File: src/rtl/uart_tx_fifo.sv
// Buffered 8N1 UART transmitter: a push-side FIFO feeding a bit-timing FSM
// that serialises each byte LSB first onto a registered UART_TX line.
module uart_tx_fifo #(
    parameter int CYCLES_PER_BIT = 868,
    parameter int DEPTH_LOG2     = 4
) (
    input  logic                  CLK,
    input  logic                  RST,
    input  logic [7:0]            DATA,
    input  logic                  VALID,
    output logic                  FULL,
    output logic [DEPTH_LOG2:0]   COUNT,
    output logic                  BUSY,
    output logic                  DONE,
    output logic                  OVERFLOW,
    output logic                  UART_TX
);

    localparam int DEPTH = 1 << DEPTH_LOG2;
    localparam int TW    = $clog2(CYCLES_PER_BIT);

    localparam logic [TW-1:0]       BIT_LAST    = TW'(CYCLES_PER_BIT - 1);
    localparam logic [TW-1:0]       BIT_PRELAST = TW'(CYCLES_PER_BIT - 2);
    localparam logic [DEPTH_LOG2:0] DEPTH_COUNT = {1'b1, {DEPTH_LOG2{1'b0}}};

    typedef enum logic [1:0] {
        S_IDLE,
        S_START,
        S_DATA,
        S_STOP
    } state_t;

    logic [7:0]            mem [0:DEPTH-1];
    logic [DEPTH_LOG2-1:0] wr_ptr_reg;
    logic [DEPTH_LOG2-1:0] rd_ptr_reg;
    logic [DEPTH_LOG2:0]   count_reg;
    logic [DEPTH_LOG2:0]   count_next;
    logic                  full_reg;
    logic                  overflow_reg;

    state_t                state_reg;
    logic [TW-1:0]         timer_reg;
    logic [2:0]            bit_idx_reg;
    logic [7:0]            shift_reg;
    logic                  tx_reg;
    logic                  busy_reg;
    logic                  done_reg;

    logic                  push;
    logic                  pop;
    logic                  bit_end;
    logic                  fifo_has_data;

    // Acceptance looks only at the pre-edge FULL, so a same-edge pop never frees a slot early.
    assign push          = VALID && !full_reg;
    assign fifo_has_data = (count_reg != '0);
    assign bit_end       = (timer_reg == BIT_LAST);
    assign pop           = fifo_has_data &&
                           ((state_reg == S_IDLE) || ((state_reg == S_STOP) && bit_end));

    always_comb begin
        count_next = count_reg;
        case ({push, pop})
            2'b10:   count_next = count_reg + 1'b1;
            2'b01:   count_next = count_reg - 1'b1;
            default: count_next = count_reg;
        endcase
    end

    // Storage array kept free of reset so it maps onto block RAM.
    always_ff @(posedge CLK) begin
        if (push) begin
            mem[wr_ptr_reg] <= DATA;
        end
    end

    always_ff @(posedge CLK) begin
        if (RST) begin
            wr_ptr_reg   <= '0;
            rd_ptr_reg   <= '0;
            count_reg    <= '0;
            full_reg     <= 1'b0;
            overflow_reg <= 1'b0;
        end else begin
            if (push) begin
                wr_ptr_reg <= wr_ptr_reg + 1'b1;
            end
            if (pop) begin
                rd_ptr_reg <= rd_ptr_reg + 1'b1;
            end
            count_reg <= count_next;
            full_reg  <= (count_next == DEPTH_COUNT);
            if (VALID && full_reg) begin
                overflow_reg <= 1'b1;
            end
        end
    end

    always_ff @(posedge CLK) begin
        if (RST) begin
            state_reg   <= S_IDLE;
            timer_reg   <= '0;
            bit_idx_reg <= '0;
            shift_reg   <= '0;
            tx_reg      <= 1'b1;
            busy_reg    <= 1'b0;
            done_reg    <= 1'b0;
        end else begin
            done_reg <= 1'b0;
            case (state_reg)
                S_IDLE: begin
                    tx_reg    <= 1'b1;
                    timer_reg <= '0;
                    if (pop) begin
                        shift_reg <= mem[rd_ptr_reg];
                        state_reg <= S_START;
                        tx_reg    <= 1'b0;
                        busy_reg  <= 1'b1;
                    end
                end

                S_START: begin
                    if (bit_end) begin
                        timer_reg   <= '0;
                        bit_idx_reg <= '0;
                        state_reg   <= S_DATA;
                        tx_reg      <= shift_reg[0];
                    end else begin
                        timer_reg <= timer_reg + 1'b1;
                    end
                end

                S_DATA: begin
                    if (bit_end) begin
                        timer_reg <= '0;
                        if (bit_idx_reg == 3'd7) begin
                            state_reg <= S_STOP;
                            tx_reg    <= 1'b1;
                        end else begin
                            shift_reg   <= shift_reg >> 1;
                            tx_reg      <= shift_reg[1];
                            bit_idx_reg <= bit_idx_reg + 1'b1;
                        end
                    end else begin
                        timer_reg <= timer_reg + 1'b1;
                    end
                end

                S_STOP: begin
                    // DONE is registered, so it is raised one cycle ahead to land in the last stop cycle.
                    if (timer_reg == BIT_PRELAST) begin
                        done_reg <= 1'b1;
                    end
                    if (bit_end) begin
                        timer_reg <= '0;
                        if (pop) begin
                            shift_reg <= mem[rd_ptr_reg];
                            state_reg <= S_START;
                            tx_reg    <= 1'b0;
                        end else begin
                            state_reg <= S_IDLE;
                            busy_reg  <= 1'b0;
                        end
                    end else begin
                        timer_reg <= timer_reg + 1'b1;
                    end
                end

                default: begin
                    state_reg <= S_IDLE;
                    tx_reg    <= 1'b1;
                    busy_reg  <= 1'b0;
                end
            endcase
        end
    end

    assign FULL     = full_reg;
    assign COUNT    = count_reg;
    assign BUSY     = busy_reg;
    assign DONE     = done_reg;
    assign OVERFLOW = overflow_reg;
    assign UART_TX  = tx_reg;

endmodule

File: config.mk
export PLATFORM = sky130hd
export DESIGN_NAME = uart_tx_fifo
export DESIGN_NICKNAME = d
export VERILOG_FILES = /design/src/rtl/uart_tx_fifo.sv
export SDC_FILE = /design/constraint.sdc
export NUM_CORES = 1
export LEC_CHECK = 0
export ABC_AREA = 0
export CORE_ASPECT_RATIO = 0.9
export CORE_UTILIZATION = 47
export DETAILED_ROUTE_END_ITERATION = 10
export GPL_TIMING_DRIVEN = 0
export PLACE_DENSITY_LB_ADDON = 0.2
export SLEW_MARGIN = 20
export SYNTH_ARGS = -nofsm -noshare
export SYNTH_HDL_FRONTEND = slang
export SYNTH_SLANG_ARGS = --single-unit
File: constraint.sdc
create_clock -name CLK -period 6.3 [get_ports CLK]
set_input_delay 0.63 -clock CLK [delete_from_list [all_inputs] [get_ports CLK]]
set_output_delay 0.63 -clock CLK [all_outputs]
set_load 0.03 [all_outputs]
# Word-level counts from Yosys, hierarchy flattened
# Memory sizes are Yosys's and may differ from the RTL's. A register that Yosys moved wholly into a read port is not among the register bits.
# Index checks and enable logic that the tools add are counted.
# totals
register_bits,41
mem_count,1
output_inout_bits,10
mem_bits_rw,128
in_bits,11
# mem_list
name,words,width,rd,rd_ports_with_merged_regs,write_ports,line,source
mem,16,8,1,1,1,33,logic [7:0] mem [0:DEPTH-1];
# op_classes
n_bitwise,1
mux,35
n_eq_ne,17
n_addsub,6
reduce_logical,18
# ops
op,n
$mux 8,4
$pmux 8 s3,1
$eq 10x10->1 const B,2
$pmux 10 s2,1
$ne 2x2->1 const B,8
$reduce_and 4->1,4
$mux 1,13
$add 10x1->10 const B,1
$mux 10,1
$mux 2,5
$pmux 5 s2,1
$mux 3,3
$add 4x1->4 const B,2
$mux 4,2
$pmux 2 s4,1
$eq 2x2->1 const B,3
$pmux 3 s2,1
$add 5x1->5 const B,1
$eq 5x5->1 const B,1
$reduce_and 5->1,1
$reduce_bool 5->1,1
$sub 5x1->5 const B,1
$eq 2x1->1 const B,2
$logic_and 1x1->1,4
other kinds (12),13

# Logic depth before layout (Yosys ltp)
# depth
depth_word,7
mapped_depth,14

# Worst setup path after synthesis
# OpenSTA, ideal clock, no wires.
# synth_timing
kind,reg-to-reg
startpoint,"register count_reg[1], in the netlist COUNT[1]"
endpoint,"register full_reg, in the netlist FULL"
path_stages_with_launch,15
slack_ns,3.125
t_arrival_ns,3.083
setup_ns,0.091
required_ns,6.209
path_cell_list,dfxtp_1 > clkbuf_1 > nor2_1 > and2_1 > clkbuf_1 > nor2_1 > ha_1 > clkbuf_1 > xor2_1 > ha_1 > nor2b_1 > o32a_1 > a31oi_1 > xnor2_1 > nor4bb_1
# synth_between
elab_chain_len,5
word_cells_on_any_way,8
# synth_rtl
element,line,source
"start, declared",36,logic [DEPTH_LOG2:0] count_reg;
"start signal, assigned",91,count_reg <= count_next;
$reduce_bool 5->1 *,56,assign fifo_has_data = (count_reg != '0);
$logic_and 1x1->1 *,58,assign pop = fifo_has_data &&
via pop,50,logic pop;
$eq 2x1->1 or $eq 2x2->1 (tied branches),63,"case ({push, pop})"
$pmux 5 s2 *,63,
$eq 5x5->1 *,92,full_reg <= (count_next == DEPTH_COUNT);
"end signal, assigned",92,
"end, declared",38,logic full_reg;
# Mark *: on every way through the listed nets, which the timed path passes. The rest lies on a longest branch.
# A chain may end at the register's enable or synchronous reset.

# Worst setup path in the final report
# layout_timing
startpoint,"register count_reg[0], in the netlist COUNT[0]"
endpoint,"register full_reg, in the netlist FULL"
# Same word-level chain as after synthesis.

==> flow_metrics.env <==
export IMPL_cts_buffers=17
export IMPL_cp_required_ps=6620
export IMPL_netlist_area_um2=7260
export IMPL_overflow=0
export IMPL_async_reset_ff_share_pct=0
export IMPL_period_share_pct=57.6
export IMPL_dpl_cell_area_um2=7740
export IMPL_largest_register_ffs=128
export IMPL_fmax_ghz=0.276
export IMPL_reg2reg_setup_slack_ps=2670
export IMPL_final_common_cell="edfxtp_1"
export IMPL_syn_inst=490
export IMPL_cts_num_sinks=173
export IMPL_postCtsSetupRepairBufs=0
export IMPL_hp_start="shift_reg[7]$_SDFFE_PP0P_"
export IMPL_most_common_layout_cells="edfxtp_1 (128), nor2_1 (54), dfxtp_1 (45), mux4_2 (31), nand2_1 (22)"
export IMPL_min_to="shift_reg[7]$_SDFFE_PP0P_"
export IMPL_clockRootBuffer="clkbuf_16"
export IMPL_grt_pass1_vias=4182
export IMPL_r2r_end="FULL$_SDFF_PP0_"
export IMPL_start_util_pct=48.8
export IMPL_yosys_warnings=0
export IMPL_htreeDepth=4
export IMPL_core_area_um2=14900
export IMPL_status="finished, final reports clean"
export IMPL_globalplace_congestion=0.860
export IMPL_ff_latch_area_um2=4740
export IMPL_die_w_um=133
export IMPL_grt_pass1_wl_um=23400
export IMPL_cts_tree="built"
export IMPL_drtPass1Iterations=4
export IMPL_fin_setup_tns_ps=0
export IMPL_end_kind="flop"
export IMPL_rows=42
export IMPL_max_slew_margin_rel_pct=36.2
export IMPL_power_density_nw_per_um2=383
export IMPL_clock_latency_ps=430
export IMPL_hold_depth=1
export IMPL_crit_arrival_ps=3940
export IMPL_layout_min_cycle_time_ps=3630
export IMPL_synth_seq_area_share_pct=65.4
export IMPL_hold_class="flop to flop"
export IMPL_synth_nets=518
export IMPL_dp_hpwl_um=9560
export IMPL_ys_flop_type="edfxtp_1"
export IMPL_fin_nets=559
export IMPL_r2r_cells=13
export IMPL_peakVddDrop_uv=240
export IMPL_num_fill_cells=1187
export IMPL_clkTransAtPathRegs_ps=70
export IMPL_area_growth_syn_to_layout_pct=14.4
export IMPL_dieHeight_um=120
export IMPL_synth_edf_count=128
export IMPL_slew_violations=0
export IMPL_design_area_um2=8300
export IMPL_worst_slew_pin_slew_ps=953
export IMPL_hold_violations=0
export IMPL_fin_skew_ps=7.70
export IMPL_reg2reg_from="COUNT[0]$_SDFF_PP0_"
export IMPL_antenna_found_initial=0
export IMPL_first_iter_violations=273
export IMPL_postCtsHoldBufs=0
export IMPL_final_layout_size_suffix_gt1_share_pct=16.0
export IMPL_setup_violations_final=0
export IMPL_io_buffers=20
export IMPL_cts_resized_gates=0
export IMPL_wl_per_cell_um=19.4
export IMPL_diodes=0
export IMPL_cts_buffer_depth=2
export IMPL_ios=21
export IMPL_die_area_um2=15900
export IMPL_leakagePower_nw=2.72
export IMPL_grt_max_degree=17
export IMPL_rsz0062_at_grt="no"
export IMPL_finalPower_mw=3.18
export IMPL_avgViaCountPerCell=5.53
export IMPL_ant_nets=0
export IMPL_cp_start_kind="flop"
export IMPL_cp_max_fo=9
export IMPL_multi_input_area_um2=2370
export IMPL_max_cap_violations=0
export IMPL_vias=4100
export IMPL_synth_cell_types=51
export IMPL_ys_ff_latch=173
export IMPL_drc=0
export IMPL_routed_wl_um=14400
export IMPL_groute_usage_overall_pct=20.1
export IMPL_path_class="flop to flop"
export IMPL_syn_mean_instance_area_um2=14.8
==> metal layers <==
metal	routed length [um]	vias up	track usage [%]	share of wire, %
li1	-	1944	-	-
met1	6500	2083	26.7	45
met2	7220	66	32.7	50
met3	559	7	4.82	3.9
met4	98	0	6.39	0.68
met5	0	-	0	0
==> critical path, stage by stage, from the launching register on <==
cell and delay, ps:
dfxtp_1 400, nor3_1 510, and2_1 200, clkbuf_1 320, nor2_1 200, ha_1 220
clkbuf_1 190, xor2_1 180, ha_1 230, nor2b_1 140, o32a_1 290, a31oi_1 190
xnor2_1 120, nor4bb_1 330
==> cell usage after synthesis (2+ instances only) <==
cell / n / area, um2
a211oi_1: 7 / 52.6
a21oi_1: 16 / 80.1
a221oi_1: 2 / 17.5
a22o_1: 3 / 26.3
a22oi_1: 2 / 15.0
a31oi_1: 2 / 12.5
and3_1: 3 / 18.8
and4b_1: 2 / 20.0
buf_2: 7 / 35.0
clkbuf_1: 19 / 71.3
dfxtp_1: 45 / 901
edfxtp_1: 128 / 3840
ha_1: 17 / 213
inv_1: 14 / 52.6
mux2_2: 7 / 78.8
mux2i_1: 8 / 80.1
mux4_2: 31 / 698
nand2_1: 22 / 82.6
nand2b_1: 7 / 43.8
nand3_1: 7 / 35.0
nand4_1: 3 / 18.8
nor2_1: 54 / 203
nor2b_1: 10 / 62.6
nor3_1: 12 / 60.1
nor3b_1: 2 / 15.0
o21ai_0: 9 / 45.0
o2bb2ai_1: 5 / 43.8
o31ai_1: 3 / 22.5
o32ai_1: 4 / 35.0
xnor2_1: 11 / 96.3
xor2_1: 8 / 70.1
==> worst max path at each step <==
| stage | startpoint | endpoint | slack (ps) | cells after the start |
|---|---|---|---|---|
| 3_3_place_gp | VALID | FULL$_SDFF_PP0_ | 2650 | 13 |
| 3_5_place_dp | VALID | FULL$_SDFF_PP0_ | 2600 | 13 |
| 2_1_floorplan | COUNT[1]$_SDFF_PP0_ | FULL$_SDFF_PP0_ | 3130 | 14 |
| 6_report | COUNT[0]$_SDFF_PP0_ | FULL$_SDFF_PP0_ | 2670 | 13 |
| 4_1_cts | COUNT[0]$_SDFF_PP0_ | FULL$_SDFF_PP0_ | 2640 | 13 |
| 5_1_grt | COUNT[0]$_SDFF_PP0_ | FULL$_SDFF_PP0_ | 2340 | 13 |
==> kinds of logic after synthesis <==
kind of cell,Yosys count,synth area share (%)
mux,46,11.8
compound gates,65,6.60
xor+xnor,19,2.29
fa+ha+maj,17,2.93
flops,173,65.4
buf+inv,41,2.24
simple gates,129,8.74
==> metrics by stage <==
| stage | hold WS (ps) | std cells | util (%) | setup slack [ps] |
|---|---|---|---|---|
| final | 456 | 742 | 55.8 | 2670 |
| after global routing | 475 | 742 | 55.8 | 2340 |
| after CTS | 461 | 742 | 55.8 | 2640 |
| after detailed placement | 441 | 710 | 52.0 | 2600 |
| after global placement | 438 | 708 | 51.8 | 2650 |
| after floorplan | 424 | 490 | - | 3130 |
==> area by class of cell <==
cell class	count	share of cell area, %
flip-flops and latches	173	57.2
multi-input cells	276	28.5
clock buffers	18	5.17
well taps	198	2.98
repair buffers	22	2.59
clock inverters	14	1.60
plain buffers	27	1.33
inverters	14	0.633
==> report_power, final <==
group          switching (mW)  total (mW)  internal, mW
Clock                   0.450        1.00         0.551
Sequential             0.0487        1.36          1.31
Combinational           0.456       0.817         0.361
Total                   0.955        3.18          2.22
Power figures use the tool's default switching activity.
